<file path="src/rtl/reorder_buffer_pkg.sv">
// Shared types and default sizing for the reorder buffer.
package reorder_buffer_pkg;

  localparam int PKG_NUM_REG   = 32;
  localparam int PKG_ROB_DEPTH = 16;
  localparam int PKG_REG_SIZE  = $clog2(PKG_NUM_REG);

  // One ROB slot; physical tags carry one extra bit over the architectural index.
  typedef struct packed {
    logic                    valid;
    logic                    done;
    logic [PKG_REG_SIZE-1:0] rd;
    logic [PKG_REG_SIZE:0]   prd_old;
    logic [PKG_REG_SIZE:0]   prd_new;
  } rob_entry_t;

endpackage

</file>
<file path="src/rtl/reorder_buffer.sv">
// In-order reorder buffer: allocates renamed instructions at the tail, marks
// them done on writeback, and retires the oldest done entry, returning its old
// physical register to the rename free pool.
module reorder_buffer
  import reorder_buffer_pkg::*;
#(
  // NUM_REG must match the package so the entry struct widths line up.
  parameter int NUM_REG   = PKG_NUM_REG,
  parameter int ROB_DEPTH = PKG_ROB_DEPTH,
  localparam int REG_SIZE = $clog2(NUM_REG),
  localparam int TAG_W    = $clog2(ROB_DEPTH)
) (
  input  logic                clk,
  input  logic                rst,
  input  logic                alloc_valid,
  input  logic [REG_SIZE-1:0] rd_A,
  input  logic [REG_SIZE:0]   prd_A_old,
  input  logic [REG_SIZE:0]   prd_A_new,
  output logic [TAG_W-1:0]    rob_tag,
  output logic                rob_full,
  output logic                rob_empty,
  input  logic                complete_valid,
  input  logic [TAG_W-1:0]    complete_tag,
  input  logic                commit_ready,
  output logic                commit_free,
  output logic [REG_SIZE:0]   prd_free,
  output logic                commit_valid,
  output logic [REG_SIZE-1:0] commit_rd,
  output logic [REG_SIZE:0]   commit_prd
);

  rob_entry_t       r_rob [ROB_DEPTH];
  logic [TAG_W-1:0] r_head;
  logic [TAG_W-1:0] r_tail;
  logic [TAG_W:0]   r_count;

  rob_entry_t w_head_entry;
  logic       w_alloc;
  logic       w_commit;

  assign w_head_entry = r_rob[r_head];

  // Full/empty come from the registered count only, so a commit in the same
  // cycle never opens a slot for a simultaneous allocation.
  assign rob_full  = (r_count == (TAG_W+1)'(ROB_DEPTH));
  assign rob_empty = (r_count == '0);
  assign rob_tag   = r_tail;

  assign w_alloc  = alloc_valid & ~rob_full;
  // Reset gating keeps a stale done head from pulsing a free during reset.
  assign w_commit = ~rst & w_head_entry.valid & w_head_entry.done & commit_ready;

  assign commit_valid = w_commit;
  assign commit_free  = w_commit & (w_head_entry.rd != '0);
  assign prd_free     = commit_free ? w_head_entry.prd_old : '0;
  assign commit_rd    = w_commit ? w_head_entry.rd : '0;
  assign commit_prd   = w_commit ? w_head_entry.prd_new : '0;

  // Entry array, pointers and occupancy; commit clears last so it wins over a
  // redundant completion to the retiring head.
  always_ff @(posedge clk) begin
    if (rst) begin
      for (int i = 0; i < ROB_DEPTH; i++) begin
        r_rob[i] <= '0;
      end
      r_head  <= '0;
      r_tail  <= '0;
      r_count <= '0;
    end else begin
      if (w_alloc) begin
        r_rob[r_tail] <= '{valid: 1'b1, done: 1'b0, rd: rd_A,
                           prd_old: prd_A_old, prd_new: prd_A_new};
        r_tail        <= r_tail + TAG_W'(1);
      end
      if (complete_valid && r_rob[complete_tag].valid) begin
        r_rob[complete_tag].done <= 1'b1;
      end
      if (w_commit) begin
        r_rob[r_head] <= '0;
        r_head        <= r_head + TAG_W'(1);
      end
      unique case ({w_alloc, w_commit})
        2'b10:   r_count <= r_count + (TAG_W+1)'(1);
        2'b01:   r_count <= r_count - (TAG_W+1)'(1);
        default: r_count <= r_count;
      endcase
    end
  end

endmodule

</file>
<file path="config.mk">
export PLATFORM = sky130hd
export DESIGN_NAME = reorder_buffer
export DESIGN_NICKNAME = d
export VERILOG_FILES = /design/src/rtl/reorder_buffer_pkg.sv /design/src/rtl/reorder_buffer.sv
export SDC_FILE = /design/constraint.sdc
export NUM_CORES = 1
export LEC_CHECK = 0
export ABC_AREA = 1
export BUFFER_PORTS_ARGS = -buffer_cell sky130_fd_sc_hd__buf_2
export CORE_ASPECT_RATIO = 0.8
export CORE_MARGIN = 1
export CORE_UTILIZATION = 65
export CTS_BUF_LIST = sky130_fd_sc_hd__clkbuf_4
export DETAILED_ROUTE_END_ITERATION = 12
export PLACE_DENSITY = 0.83
export SYNTH_ARGS = -nofsm -noshare
export SYNTH_HDL_FRONTEND = slang
export SYNTH_SLANG_ARGS = --single-unit
</file>
<file path="constraint.sdc">
create_clock -name clk -period 8.3 [get_ports clk]
set_input_delay 1.66 -clock clk [delete_from_list [all_inputs] [get_ports clk]]
set_output_delay 1.66 -clock clk [all_outputs]
set_load 0.02 [all_outputs]
</file>
# == Word level (Yosys, flattened, before mapping) ==
# Memory sizes are Yosys's and may differ from the RTL's. A register that Yosys moved wholly into a read port is not among the register bits.
# Index checks and enable logic that the tools add are counted.
# op_classes
reduce_logical,7
muxes,26
eq_ne,3
addsub,4
bitwise_logic,7
# op_table
operator,count
19-bit 2-to-1 mux,3
19-bit OR reduction,3
4-bit 2-to-1 mux,5
1-bit 2-to-1 mux,13
6-bit 2-to-1 mux,2
5-bit case mux with 2 select lines,1
"4-bit by 1-bit adder with 4-bit output, second input constant",2
"5-bit by 1-bit adder with 5-bit output, second input constant",1
1-bit AND,5
"5-bit == test, second input constant",1
5-bit zero test,1
5-bit 2-to-1 mux,1
5-bit nonzero test,1
"5-bit by 1-bit subtractor with 5-bit output, second input constant",1
"2-bit by 1-bit == test with 1-bit output, second input constant",1
"2-bit == test, second input constant",1
2-bit 2-to-1 mux,1
1-bit NOT,2
2-bit nonzero test,1
1-bit logical AND,1
# totals
n_memories,1
out_inout_bits,25
elab_cells,51
ramBits,304
input_bits,26
reg_bits,13
# mem_list
name,depth,word_bits,rd,rd_clocked_by_memory_dff,wr,line,source
r_rob,16,19,2,1,16,reorder_buffer.sv:32,rob_entry_t r_rob [ROB_DEPTH];

# == Logic depth before layout (Yosys ltp) ==
# logic_depth
word_depth,9
mapped_depth,22
mapped_depth_nobuf,20

# == Least setup slack after synthesis ==
# OpenSTA, ideal clock, no wires.
# synth_timing
kind,in2out
start,in rst
end,out prd_free[0]
cell_stages,7
setup_slack_ns,3.657
arrival_ns,2.983
required_ns,6.640
n_path_buf,2
cell_sequence,buf_4 -> inv_2 -> nand4_4 -> buf_6 -> inv_2 -> nand2_1 -> nor2_1
# synth_via
elab_chain_len,6
# synth_lines
element,line,source
"start, declared",reorder_buffer.sv:14,"input logic rst,"
1-bit NOT,reorder_buffer.sv:51,assign w_commit = ~rst & w_head_entry.valid & w_head_entry.done & commit_ready;
1-bit AND (3 in a row),reorder_buffer.sv:51,
net commit_valid,reorder_buffer.sv:27,"output logic commit_valid,"
1-bit AND,reorder_buffer.sv:54,assign commit_free = w_commit & (w_head_entry.rd != '0);
6-bit 2-to-1 mux,reorder_buffer.sv:55,assign prd_free = commit_free ? w_head_entry.prd_old : '0;
"end, declared",reorder_buffer.sv:26,"output logic [REG_SIZE:0] prd_free,"
# The timed path passes the listed nets, and every way through them passes these cells.

==> results.json <==
{
  "cp.required_ns": 6.64,
  "dr.pass1.iters": 9,
  "tns_ns": 0,
  "p_seq_share_pct": 51.1,
  "synth_mux_area_share_pct": 0,
  "r2r_setup_slack_ns": 4.00,
  "syn_nets": 2310,
  "via_count": 16950,
  "synthSimpleGateAreaFrac_pct": 36.12,
  "grt_max_degree": 122,
  "worstSetupEndpointType": "output port",
  "root_buffer": "clkbuf_4",
  "synthAdderAreaFrac_pct": 0.8629,
  "synthXorXnorAreaFrac_pct": 0.3295,
  "tightest_slew_ns": 1.239,
  "synth-compound-area-share_pct": 14.47,
  "status": "finished clean",
  "synth.cell_area_um2": 15950,
  "die_w_um": 177.1,
  "ys_top_cells_by_count": "nand3_1 (523), nand2_1 (492), a21oi_1 (337), dfxtp_1 (321), nor2_1 (138)",
  "grt_first_pass_wirelength_mm": 83.41,
  "cp_data_arrival_time_ns": 4.38,
  "synth_flop_cell": "dfxtp_1",
  "post-route-period-util_pct": 72.83,
  "gr-usage-all-layers_pct": 42.74,
  "synth.most_common_cell": "nand3_1",
  "hold_class": "flop to flop",
  "power.internal_uw": 2257,
  "maxSlewViolCount": 0,
  "final_cells": 2591,
  "slew_headroom_pct": 17.08,
  "avgRoutedWirePerCell_um": 21.03,
  "cts_resized": 0,
  "p_comb_share_pct": 5.9,
  "fp.dieH_um": 142.1,
  "hold_depth": 2,
  "synth_top_area_share_pct": 40.29,
  "pwr-share-clk_pct": 43.0,
  "synth_top_family_by_area": "simple AND/OR/NAND/NOR gates",
  "first_iter_violations": 2958,
  "holdBufCountCts": 0,
  "clk_pin_slew_ns": 0.07,
  "seq_area_um2": 6431,
  "crit_path_start_kind": "flop",
  "cts_sinks": 321,
  "cts_tree": "built",
  "clock_path_buffers": 3,
  "min_delay_worst_endpoint": "r_rob[7][16]",
  "synth_edf_count": 0,
  "finClkSkew_ns": 0.05089,
  "cts_made_buffers": 79,
  "drv_cap": 0,
  "leakage_uw": 0.006413,
  "die_area_um2": 25170,
  "seq_area_frac_synth_pct": 40.29,
  "yosys_warnings": 0,
  "dp_cells": 2455,
  "min_period_ns": 6.045,
  "worst-setup-path-type": "flop to output port",
  "port-buffer-count": 50,
  "gp_congestion": 1.035,
  "path_max_fanout": 101,
  "start_util_pct": 67.27,
  "power.switching_uw": 818.0,
  "power_uw": 3075,
  "ys_seq_elements": 321,
  "ant_nets": 0,
  "antenna_found_initial": 1,
  "netSwitchingFraction_pct": 26.60,
  "synth_top_cell_by_area": "dfxtp_1",
  "power_density_nw_per_um2": 183.8,
  "min_from": "r_rob[7][16]",
  "reg2reg_to": "r_count[4]",
  "yosysUniqueCellTypes": 35,
  "post-cts-setup-buffer-count": 0,
  "final_nets": 2261,
  "rsz0062_at_grt": "no",
  "dp_hpwl_mm": 32.55,
  "synth_area_per_cell_um2": 7.017,
  "multi_input_area_um2": 8259,
  "rows": 50,
  "filler_cell_count": 2016,
  "final_hold_viol_count": 0,
  "async_reset_ff_share_pct": 0,
  "routed_via_density": 6.540,
  "io_pins": 51,
  "grt_pass1_vias": 15240,
  "synth_cells": 2273,
  "route.detailed.drc": 0,
  "reg2regPathDepth": 21,
  "synthToLayoutAreaGrowth_pct": 4.895,
  "cts.htree.levels": 3,
  "finalSetupViolCount": 0,
  "totalWireLength_mm": 54.48,
  "clock.fmax_mhz": 165.4,
  "clock_latency_ns": 0.76,
  "drive_gt1_share_pct": 10.80,
  "synth_area_leaders": "dfxtp_1 (40%), nand3_1 (16%), nand2_1 (12%), a21oi_1 (11%), nor2_1 (3.2%)",
  "grt.overflow.total": 0,
  "core_um2": 23710,
  "ir_drop_v": 0.0001450
}
==> cell type report <==
class,instances,share of cell area [%]
timing repair buffer,64,2.124
clock inverter,21,0.6506
tap,312,2.333
antenna,1,0.01496
inverter,84,1.959
clock buffer,114,5.115
multi-input combinational,1674,49.36
sequential,321,38.44
==> state kept, by name, summed over array words and instances, names as in the netlist, named ones only <==
name / count
r_rob: 304
r_count: 5
r_head: 4
rob_tag: 4
==> cells by family (layout without fill, tap and decap cells) <==
family | after synthesis | after routing
xor+xnor | 6 | 6
simple gates | 1214 | 1214
buf+inv | 278 | 283
fa+ha+maj | 11 | 11
compound gates | 443 | 443
other cells | 0 | 1
flops | 321 | 321
==> metrics by stage <==
step                utilization, %  area [µm²]  setup slack, ns  hold slack (ns)
global route                 70.56       16730            2.150           0.4939
CTS                          70.55       16730            2.389           0.4784
detailed placement           66.49       15760            3.111           0.4693
global placement             66.49       15760            3.166           0.4646
finish                       70.56       16730            2.255           0.4778
floorplan                        -       15950            3.657           0.4528
==> critical path, stage by stage, from the launching register on <==
cell and delay, ns:
dfxtp_4 0.52, inv_4 0.82, buf_4 0.52, nand2_1 0.10, nand3_1 0.09, nand2_1 0.05, nand2_1 0.07, nand3_2 0.11
nand4_4 0.12, buf_4 0.76, nor2_1 0.12, buf_2 0.20
==> placed cells by master, fill, tap and decap left out, types with 9 or more instances in the layout <==
| cell type | synthesis | layout |
|---|---|---|
| buf_2 | 56 | 50 |
| nand3_1 | 523 | 523 |
| inv_1 | 79 | 78 |
| ha_1 | 11 | 11 |
| o211ai_1 | 9 | 9 |
| nor2_1 | 138 | 138 |
| buf_4 | 28 | 14 |
| o21ai_0 | 62 | 62 |
| nand2_1 | 492 | 492 |
| nor2_8 | 15 | 15 |
| clkbuf_4 | 0 | 114 |
| o22ai_1 | 22 | 22 |
| a21oi_1 | 337 | 337 |
| nor2_2 | 14 | 14 |
| dfxtp_1 | 321 | 319 |
| nand3_4 | 11 | 11 |
| clkinv_1 | 1 | 14 |
==> power groups by stage <==
| stage | combinational, µW | sequential, µW | clock [µW] |
|---|---|---|---|
| finish | 181 | 1570 | 1320 |
| global route | 191 | 1570 | 1390 |
| CTS | 173 | 1570 | 1320 |
| detailed placement | 172 | 1610 | 0 |
| global placement | 171 | 1610 | 0 |
| floorplan | 119 | 1610 | 0 |
==> worst max-delay path by stage <==
| stage | start | to | slack (ns) | cells past startpoint |
|---|---|---|---|---|
| floorplan | rst | prd_free[0] | 3.66 | 7 |
| global placement | rst | commit_prd[1] | 3.17 | 6 |
| detailed placement | rst | commit_prd[1] | 3.11 | 6 |
| CTS | flop | commit_prd[1] | 2.39 | 11 |
| global route | flop | commit_prd[5] | 2.15 | 11 |
| finish | flop | commit_prd[3] | 2.26 | 11 |
==> layer usage <==
layer | vias to the layer above | share of wire [%] | global-route usage, % | routed length [µm]
li1 | 7623 | - | - | -
met1 | 7772 | 38 | 57.69 | 20720
met2 | 1358 | 42 | 61.43 | 22860
met3 | 192 | 16 | 12.77 | 8523
met4 | 0 | 4.4 | 22.05 | 2377
met5 | - | 0 | 0 | 0
Power figures use the tool's default switching activity.
